===== config.mk =====
export PLATFORM = sky130hd
export DESIGN_NAME = atm_ctrl_multi
export DESIGN_NICKNAME = d
export VERILOG_FILES = /design/src/rtl/atm_ctrl_multi.sv
export SDC_FILE = /design/constraint.sdc
export NUM_CORES = 1
export LEC_CHECK = 0
export CAP_MARGIN = 20
export CORE_ASPECT_RATIO = 1.1
export CORE_MARGIN = 1.5
export CORE_UTILIZATION = 58
export DETAILED_ROUTE_END_ITERATION = 12
export PLACE_DENSITY = 0.79
export SLEW_MARGIN = 20
export SYNTH_ARGS = -nofsm -noshare
export SYNTH_HDL_FRONTEND = slang
export SYNTH_SLANG_ARGS = --single-unit

===== constraint.sdc =====
create_clock -name clk -period 15.8 [get_ports clk]
set_input_delay 3.16 -clock clk [delete_from_list [all_inputs] [get_ports clk]]
set_output_delay 3.16 -clock clk [all_outputs]
set_load 0.02 [all_outputs]

===== src/rtl/atm_ctrl_multi.sv =====
// atm_ctrl_multi: card-session controller for an ATM with internally held
// account balances. It handles PIN retries, language choice, withdraw /
// deposit / inquiry with a per-session withdrawal cap, and inactivity timeout.
module atm_ctrl_multi #(
   parameter int BALANCE_WIDTH  = 20,
   parameter int NUM_ACCOUNTS   = 4,
   parameter int ID_WIDTH       = 2,     // must equal $clog2(NUM_ACCOUNTS)
   parameter int MAX_PIN_TRIES  = 3,
   parameter int TIMEOUT_CYCLES = 1000,
   parameter int SESSION_LIMIT  = 5000
) (
   input  logic                     clk,
   input  logic                     rst,
   input  logic                     load_en,
   input  logic [ID_WIDTH-1:0]      load_id,
   input  logic [BALANCE_WIDTH-1:0] load_value,
   input  logic                     card_in,
   input  logic [ID_WIDTH-1:0]      account_id,
   input  logic                     pin_valid,
   input  logic                     wrong_psw,
   input  logic                     language,
   input  logic                     op_valid,
   input  logic [1:0]               operation,
   input  logic [BALANCE_WIDTH-1:0] value,
   input  logic                     another_service,
   output logic [BALANCE_WIDTH-1:0] balance,
   output logic                     op_done,
   output logic                     error,
   output logic [2:0]               err_code,
   output logic                     lang_sel,
   output logic                     card_retained,
   output logic                     busy
);

   localparam int TRIES_W = $clog2(MAX_PIN_TRIES + 1);
   localparam int TIMER_W = $clog2(TIMEOUT_CYCLES + 1);
   localparam int SUM_W   = BALANCE_WIDTH + 1;

   localparam logic [TRIES_W-1:0] LAST_TRY   = TRIES_W'(MAX_PIN_TRIES - 1);
   localparam logic [TIMER_W-1:0] TIMER_LAST = TIMER_W'(TIMEOUT_CYCLES - 1);
   localparam logic [SUM_W-1:0]   LIMIT      = SUM_W'(SESSION_LIMIT);

   localparam logic [2:0] ERR_NONE     = 3'd0;
   localparam logic [2:0] ERR_FUNDS    = 3'd1;
   localparam logic [2:0] ERR_LIMIT    = 3'd2;
   localparam logic [2:0] ERR_OVERFLOW = 3'd3;
   localparam logic [2:0] ERR_TIMEOUT  = 3'd4;
   localparam logic [2:0] ERR_RETAINED = 3'd5;
   localparam logic [2:0] ERR_ILLEGAL  = 3'd6;

   localparam logic [1:0] OP_WITHDRAW = 2'b00;
   localparam logic [1:0] OP_DEPOSIT  = 2'b01;
   localparam logic [1:0] OP_INQUIRY  = 2'b10;

   typedef enum logic [2:0] {
      IDLE,
      AUTH,
      LANG,
      SELECT,
      EXEC,
      DONE,
      EJECT,
      RETAIN
   } state_t;

   state_t                   state_q, state_d;
   logic [ID_WIDTH-1:0]      acct_q, acct_d;
   logic [TRIES_W-1:0]       tries_q, tries_d;
   logic [TIMER_W-1:0]       timer_q, timer_d;
   logic [BALANCE_WIDTH-1:0] sessionTotal_q, sessionTotal_d;
   logic [1:0]               op_q, op_d;
   logic [BALANCE_WIDTH-1:0] value_q, value_d;
   logic [BALANCE_WIDTH-1:0] balance_q, balance_d;
   logic                     opDone_q, opDone_d;
   logic                     error_q, error_d;
   logic [2:0]               errCode_q, errCode_d;
   logic                     langSel_q, langSel_d;

   logic [BALANCE_WIDTH-1:0] balances_q [NUM_ACCOUNTS];

   logic                     wrEn;
   logic [ID_WIDTH-1:0]      wrIdx;
   logic [BALANCE_WIDTH-1:0] wrData;

   logic [BALANCE_WIDTH-1:0] selBalance;
   logic [SUM_W-1:0]         depositSum;
   logic [SUM_W-1:0]         sessionSum;
   logic                     strobe;
   logic                     counting;
   logic                     sessionActive;
   logic                     timeoutHit;

   assign selBalance    = balances_q[acct_q];
   assign depositSum    = {1'b0, selBalance} + {1'b0, value_q};
   assign sessionSum    = {1'b0, sessionTotal_q} + {1'b0, value_q};
   assign strobe        = pin_valid | op_valid;
   assign counting      = (state_q == AUTH) || (state_q == LANG) ||
                          (state_q == SELECT) || (state_q == DONE);
   assign sessionActive = counting || (state_q == EXEC);
   assign timeoutHit    = counting && !strobe && (timer_q == TIMER_LAST);

   // Next-state, session bookkeeping and the registered output values.
   always_comb begin
      state_d        = state_q;
      acct_d         = acct_q;
      tries_d        = tries_q;
      timer_d        = timer_q;
      sessionTotal_d = sessionTotal_q;
      op_d           = op_q;
      value_d        = value_q;
      balance_d      = balance_q;
      opDone_d       = 1'b0;
      error_d        = 1'b0;
      errCode_d      = errCode_q;
      langSel_d      = langSel_q;
      wrEn           = 1'b0;
      wrIdx          = acct_q;
      wrData         = selBalance;

      case (state_q)
         IDLE: begin
            if (load_en) begin
               wrEn   = 1'b1;
               wrIdx  = load_id;
               wrData = load_value;
            end
            if (card_in) begin
               state_d = AUTH;
               acct_d  = account_id;
               tries_d = '0;
            end
         end
         AUTH: begin
            if (pin_valid) begin
               if (!wrong_psw) begin
                  state_d = LANG;
               end else begin
                  tries_d = tries_q + TRIES_W'(1);
                  error_d = 1'b1;
                  if (tries_q == LAST_TRY) begin
                     state_d   = RETAIN;
                     errCode_d = ERR_RETAINED;
                  end else begin
                     errCode_d = ERR_NONE;
                  end
               end
            end
         end
         LANG: begin
            if (op_valid) begin
               langSel_d = language;
               state_d   = SELECT;
            end
         end
         SELECT: begin
            if (op_valid) begin
               op_d    = operation;
               value_d = value;
               state_d = EXEC;
            end
         end
         EXEC: begin
            state_d   = DONE;
            balance_d = selBalance;
            case (op_q)
               OP_WITHDRAW: begin
                  if (value_q > selBalance) begin
                     error_d   = 1'b1;
                     errCode_d = ERR_FUNDS;
                  end else if (sessionSum > LIMIT) begin
                     error_d   = 1'b1;
                     errCode_d = ERR_LIMIT;
                  end else begin
                     wrEn           = 1'b1;
                     wrData         = selBalance - value_q;
                     balance_d      = selBalance - value_q;
                     sessionTotal_d = sessionTotal_q + value_q;
                     opDone_d       = 1'b1;
                     errCode_d      = ERR_NONE;
                  end
               end
               OP_DEPOSIT: begin
                  if (depositSum[BALANCE_WIDTH]) begin
                     error_d   = 1'b1;
                     errCode_d = ERR_OVERFLOW;
                  end else begin
                     wrEn      = 1'b1;
                     wrData    = depositSum[BALANCE_WIDTH-1:0];
                     balance_d = depositSum[BALANCE_WIDTH-1:0];
                     opDone_d  = 1'b1;
                     errCode_d = ERR_NONE;
                  end
               end
               OP_INQUIRY: begin
                  opDone_d  = 1'b1;
                  errCode_d = ERR_NONE;
               end
               default: begin
                  error_d   = 1'b1;
                  errCode_d = ERR_ILLEGAL;
               end
            endcase
         end
         DONE: begin
            if (op_valid) begin
               state_d = another_service ? SELECT : EJECT;
            end
         end
         EJECT: begin
            if (!card_in) begin
               state_d = IDLE;
            end
         end
         RETAIN: begin
            state_d = RETAIN;
         end
         default: begin
            state_d = IDLE;
         end
      endcase

      if (timeoutHit) begin
         state_d   = EJECT;
         error_d   = 1'b1;
         errCode_d = ERR_TIMEOUT;
      end

      // Pulling the card aborts silently; an EXEC result already computed
      // this cycle still stands.
      if (sessionActive && !card_in) begin
         state_d = IDLE;
         if (state_q != EXEC) begin
            error_d   = 1'b0;
            errCode_d = errCode_q;
         end
      end

      if (!counting || strobe || (state_d != state_q)) begin
         timer_d = '0;
      end else begin
         timer_d = timer_q + TIMER_W'(1);
      end

      if ((state_d == IDLE) && (state_q != IDLE)) begin
         sessionTotal_d = '0;
      end
   end

   // Control and output registers with synchronous active-low reset.
   always_ff @(posedge clk) begin
      if (!rst) begin
         state_q        <= IDLE;
         acct_q         <= '0;
         tries_q        <= '0;
         timer_q        <= '0;
         sessionTotal_q <= '0;
         op_q           <= '0;
         value_q        <= '0;
         balance_q      <= '0;
         opDone_q       <= 1'b0;
         error_q        <= 1'b0;
         errCode_q      <= ERR_NONE;
         langSel_q      <= 1'b0;
      end else begin
         state_q        <= state_d;
         acct_q         <= acct_d;
         tries_q        <= tries_d;
         timer_q        <= timer_d;
         sessionTotal_q <= sessionTotal_d;
         op_q           <= op_d;
         value_q        <= value_d;
         balance_q      <= balance_d;
         opDone_q       <= opDone_d;
         error_q        <= error_d;
         errCode_q      <= errCode_d;
         langSel_q      <= langSel_d;
      end
   end

   // Account balance storage: loaded from outside in IDLE, updated by EXEC.
   always_ff @(posedge clk) begin
      if (!rst) begin
         for (int i = 0; i < NUM_ACCOUNTS; i++) begin
            balances_q[i] <= '0;
         end
      end else if (wrEn) begin
         balances_q[wrIdx] <= wrData;
      end
   end

   assign balance       = balance_q;
   assign op_done       = opDone_q;
   assign error         = error_q;
   assign err_code      = errCode_q;
   assign lang_sel      = langSel_q;
   assign card_retained = (state_q == RETAIN);
   assign busy          = (state_q != IDLE);

endmodule

# Yosys cells after proc, flatten, opt, wreduce, memory -nomap -nowiden
# Memories as Yosys holds them, arrays and structs flattened. A register that Yosys moved wholly into a read port is not among the register bits.
# Index checks and enable logic that the tools add are counted.
dict set report totals {
  mem_bits_rw 80
  word_cells 130
  reg_bits 85
  out_inout_bits 28
  in_bits 55
  latchBits 0
  n_memories 1
  romBits 0
}
dict set report classes {
  mux 61
  n_div 0
  multipliers 0
  addsub 6
  n_eq_ne 17
  bitwise_logic 4
  shifts 0
  n_lt_le_gt_ge 2
  n_reduce_logical 27
}
# memory words word_bits rd rd_ports_with_merged_regs wr line_no
set mem_list {}
lappend mem_list {balances_q 4 20 1 1 4 79} ;# logic [BALANCE_WIDTH-1:0] balances_q [NUM_ACCOUNTS];
# cell count
set ops {}
lappend ops {{20-bit 2-to-1 mux} 5}
lappend ops {{20-bit one-hot mux with 2 select lines} 2}
lappend ops {{3-bit 2-to-1 mux} 17}
lappend ops {{20-bit by 20-bit adder with 21-bit output} 2}
lappend ops {{3-bit one-hot mux with 8 select lines} 1}
lappend ops {{2-bit 2-to-1 mux} 11}
lappend ops {{21-bit by 13-bit > comparator with 1-bit output (second input constant)} 1}
lappend ops {{20-bit adder} 1}
lappend ops {{20-bit > comparator} 1}
lappend ops {{20-bit OR reduction} 1}
lappend ops {{20-bit subtractor} 1}
lappend ops {{1-bit 2-to-1 mux} 17}
lappend ops {{3-bit == test (second input constant)} 4}
lappend ops {{10-bit by 1-bit adder with 10-bit output (second input constant)} 1}
lappend ops {{10-bit == test (second input constant)} 1}
lappend ops {{3-bit one-hot mux with 3 select lines} 1}
lappend ops {{2-bit != test (second input constant)} 4}
lappend ops {{2-bit AND reduction} 4}
lappend ops {{4-bit AND reduction} 2}
lappend ops {{3-bit by 2-bit == test with 1-bit output (second input constant)} 2}
lappend ops {{3-bit zero test} 2}
lappend ops {{1-bit logical OR} 6}
lappend ops {{1-bit one-hot mux with 2 select lines} 3}
lappend ops {{1-bit one-hot mux with 3 select lines} 2}
lappend ops {{other kinds (16)} 25}

# Depth between registers and ports, before layout
dict set report logic_depth {
  depth_word 11
  mapped_depth 19
  mapped_depth_nobuf 15
}

# Least setup slack after synthesis
# OpenSTA, ideal clock, no wires.
dict set report synth_path {
  kind {register to register}
  from {reg (tool-made name)}
  to {mem balances_q[3][0], enable pin}
  arrival_ps 6699
  path_stages_with_launch 15
  n_path_buf 3
  required_ps 15331
  path_slack_ps 8632
  setup_ps 469
  path_cell_list {dfxtp_1 > buf_1 > buf_1 > mux4_2 > ha_1 > fa_1 > nor2b_1 > o311ai_1 > a21oi_1 > a211oi_1 > nand3_1 > nor2_1 > nor2_1 > buf_6 > o311ai_0}
}
# item line_no
set synth_rtl {}
lappend synth_rtl {{end: declaration} 79}

==> results.md <==
* Outcome: finished, final reports clean
* Global-route wire length before repair at around 48000 µm
* Synth Instances at 1223
* Post-synth top cells: 143 x nor2_1, 129 x nand2_1, 105 x a21oi_1
* Hold Fails Final Rpt at 0
* Count leader, synth: nor2_1
* TNS Setup at 0 ps
* Drt initial violations at a little over 700
* Initial Util at about 59%
* Setup Skew at roughly 13 ps
* Share of the synthesized area in the top cell type at around 22%
* Clock Path Buffers at 2
* Top_reg_cell synth: dfxtp_1
* # nets final at between 1000 and 1500
* CTS tree: done
* Post-CTS Setup Bufs at 0
* CP Buf/Inv Count at 0
* Avg WL per Cell at about 20 µm
* Worst skew pair latency at around 450 ps
* Critical Path Max Stage Delay at between 1000 and 1500 ps
* Final period util at between 30% and 40%
* Buffers on Ports at 82
* Highest Clock Rate at 160 MHz
* Post-DP Area at 11800 µm²
* Synth Cell Area at ~11000 µm²
* Cell chosen for the clock root: clkbuf_16
* Post-Syn Area per Cell at 8.88 µm²
* Antenna Violating Nets Remaining at 0
* Design area at 12400 µm²
* CP Max Fanout at 20
* Hold/Removal Path Class: flip-flop to flip-flop
* Ys async rst share at 0%
* Type of origin of the critical path: flip-flop
* CP required at about 16000 ps
* Seq/Total Area, Yosys at about two fifths
* Die X at roughly 130 µm
* Total grt overflow at 0
* CP cell instances: mux4_2 > ha_1 > o21ai_0 > o21ai_0 > nand3_1 > a211oi_1 > o21ai_1 > nor2_1 > nand4_1 > nand2_1 > nand3_1 > nand2_1
* Endpoints failing setup at 0
* Synth cell types at 83
* Post-CTS Resized at 0
* Via/cell ratio at roughly 6.4
* Total of max-cap violations at 0
* Grt met1 use at roughly two fifths
* Residual DRC count at 0
* Cell family with most CP delay: simple AND/OR/NAND/NOR gates
* Via Count at 9831
* Rows at 52
* Worst setup EP type: flip-flop
* Largest net degree at the start of global routing at 42
* Clock sink count at 167
* Minimum clock period at 6260 ps
* Largest cells by area after synthesis: edfxtp_1 22%, dfxtp_1 16%, ha_1 7.1%
* Reg2reg setup slack at roughly 9500 ps
* Post-synth EDFFs at 80
* WS Path Type: flip-flop to flip-flop
* Critical path arrival at between 6000 and 7000 ps
* Core area at 18300 µm²
* Worst IR Drop VDD at 0.0000796 V
* GRT Total Usage at roughly a third
* Leading area contributor after synthesis: edfxtp_1
* Measured slew at the worst slew-check pin at approximately 1000 ps
* Num CTS Buffers at 17
* Hold buffers post-CTS at 0
* N_diodes at 0
* Pwr dens at between 90 and 100 nW/µm²
* Grt met2 use at around 54%
* GPL Wtd Cong at ~0.92
* Number of global-route vias before repair at ~9400
* TritonRoute pass-1 iters at 6
* Relative slew slack at around 30%
* I/O Pins at 83
* H-tree level count at 4
* Worst-path clk slew at 70 ps
* Routed WL at around 31000 µm
* Pleak at approximately 4.8 nW
* Layout area overhead at 14.3%
* Yosys reg bits at between 150 and 200
* Initial antenna violation count at 0
* Crit-path slowest cell: nand2_1
* Ys Warns at 0
* Die Y at between 100 and 150 µm
* Hold slack at around 460 ps
* Syn nets at between 1000 and 1500
* RSZ-0062 raised after global routing: no
* Share of cells above drive strength 1 at roughly 8.1%
* Die area at about 20000 µm²
* Slew Limit Fails at 0
* Final HPWL DP at between 20000 and 25000 µm
* Global routing's busiest layer: met2
* Met3 GRT Util at 4.44%
## final timing paths
path / endpoint / from / depth (start not counted)
min reg2reg: sessionTotal_q[6] / sessionTotal_q[6] / 2
max: balances_q[1][2] / flip-flop / 12
min: sessionTotal_q[6] / sessionTotal_q[6] / 2
max reg2reg: balances_q[1][2] / flip-flop / 12
## layout make-up
class                      instances  area, µm²
multi-input combinational        927       6210
clock buffer                      17        425
timing repair buffer              99        948
tap                              243        304
sequential                       167       4140
fill                            1483       5930
clock inverter                    15        155
inverter                          60        225
## flip-flops by register name (all words and copies together), names as in the netlist, 3 cells and up, named ones only
register and count:
balances_q 80, balance 20, sessionTotal_q 20, value_q 20
timer_q 10, err_code 3, state_q 3
## layout by cell type (no fill, tap or decap), types with 19 or more instances in the layout
| master | synthesis | layout |
|---|---|---|
| a211oi_1 | 20 | 20 |
| nor3_1 | 39 | 39 |
| nand4_1 | 30 | 30 |
| clkdlybuf4s50_1 | 0 | 82 |
| nand2_1 | 129 | 129 |
| mux4_2 | 20 | 20 |
| ha_1 | 62 | 62 |
| o21ai_0 | 59 | 58 |
| nor2_1 | 143 | 143 |
| edfxtp_1 | 80 | 80 |
| a21oi_1 | 105 | 105 |
| xnor2_1 | 23 | 23 |
| inv_1 | 59 | 59 |
| nor2b_1 | 19 | 19 |
| dfxtp_1 | 87 | 87 |
## power by group
group | switching, mW | internal, mW
Combinational | 0.181 | 0.110
Clock | 0.206 | 0.211
Sequential | 0.0108 | 0.475
## kinds of logic after synthesis
family                   Yosys count  share of synthesized area [%]
AO/OA/AOI/OAI                    338                           21.3
XOR/XNOR                          32                           2.58
adder cells (fa/ha/maj)           65                           7.70
buffers and inverters            129                           4.78
flip-flops                       167                           38.2
multiplexers                      36                           5.71
AND/OR/NAND/NOR                  456                           19.7
## metrics by stage
step / cells / util (%) / total power, mW / setup WS [ps]
2_1_floorplan: 1223 / - / 0.689 / 8630
3_3_place_gp: 1496 / 64.5 / 0.773 / 9350
3_5_place_dp: 1496 / 64.5 / 0.778 / 9240
4_1_cts: 1528 / 67.7 / 1.19 / 9670
5_1_grt: 1528 / 67.7 / 1.24 / 9240
6_report: 1528 / 67.7 / 1.19 / 9540
## worst min-delay path, cell delays in order (launching register included)
cell     delay [ps]
dfxtp_1         310
nand2_1          50
a21oi_1          50
## metal layers
metal | vias to the layer above | share of wire [%]
met3 | 72 | 7.0
met2 | 437 | 49
met5 | - | 0
met4 | 0 | 2.7
li1 | 4596 | -
met1 | 4726 | 41
No activity file was read; power rests on OpenSTA's default activity.
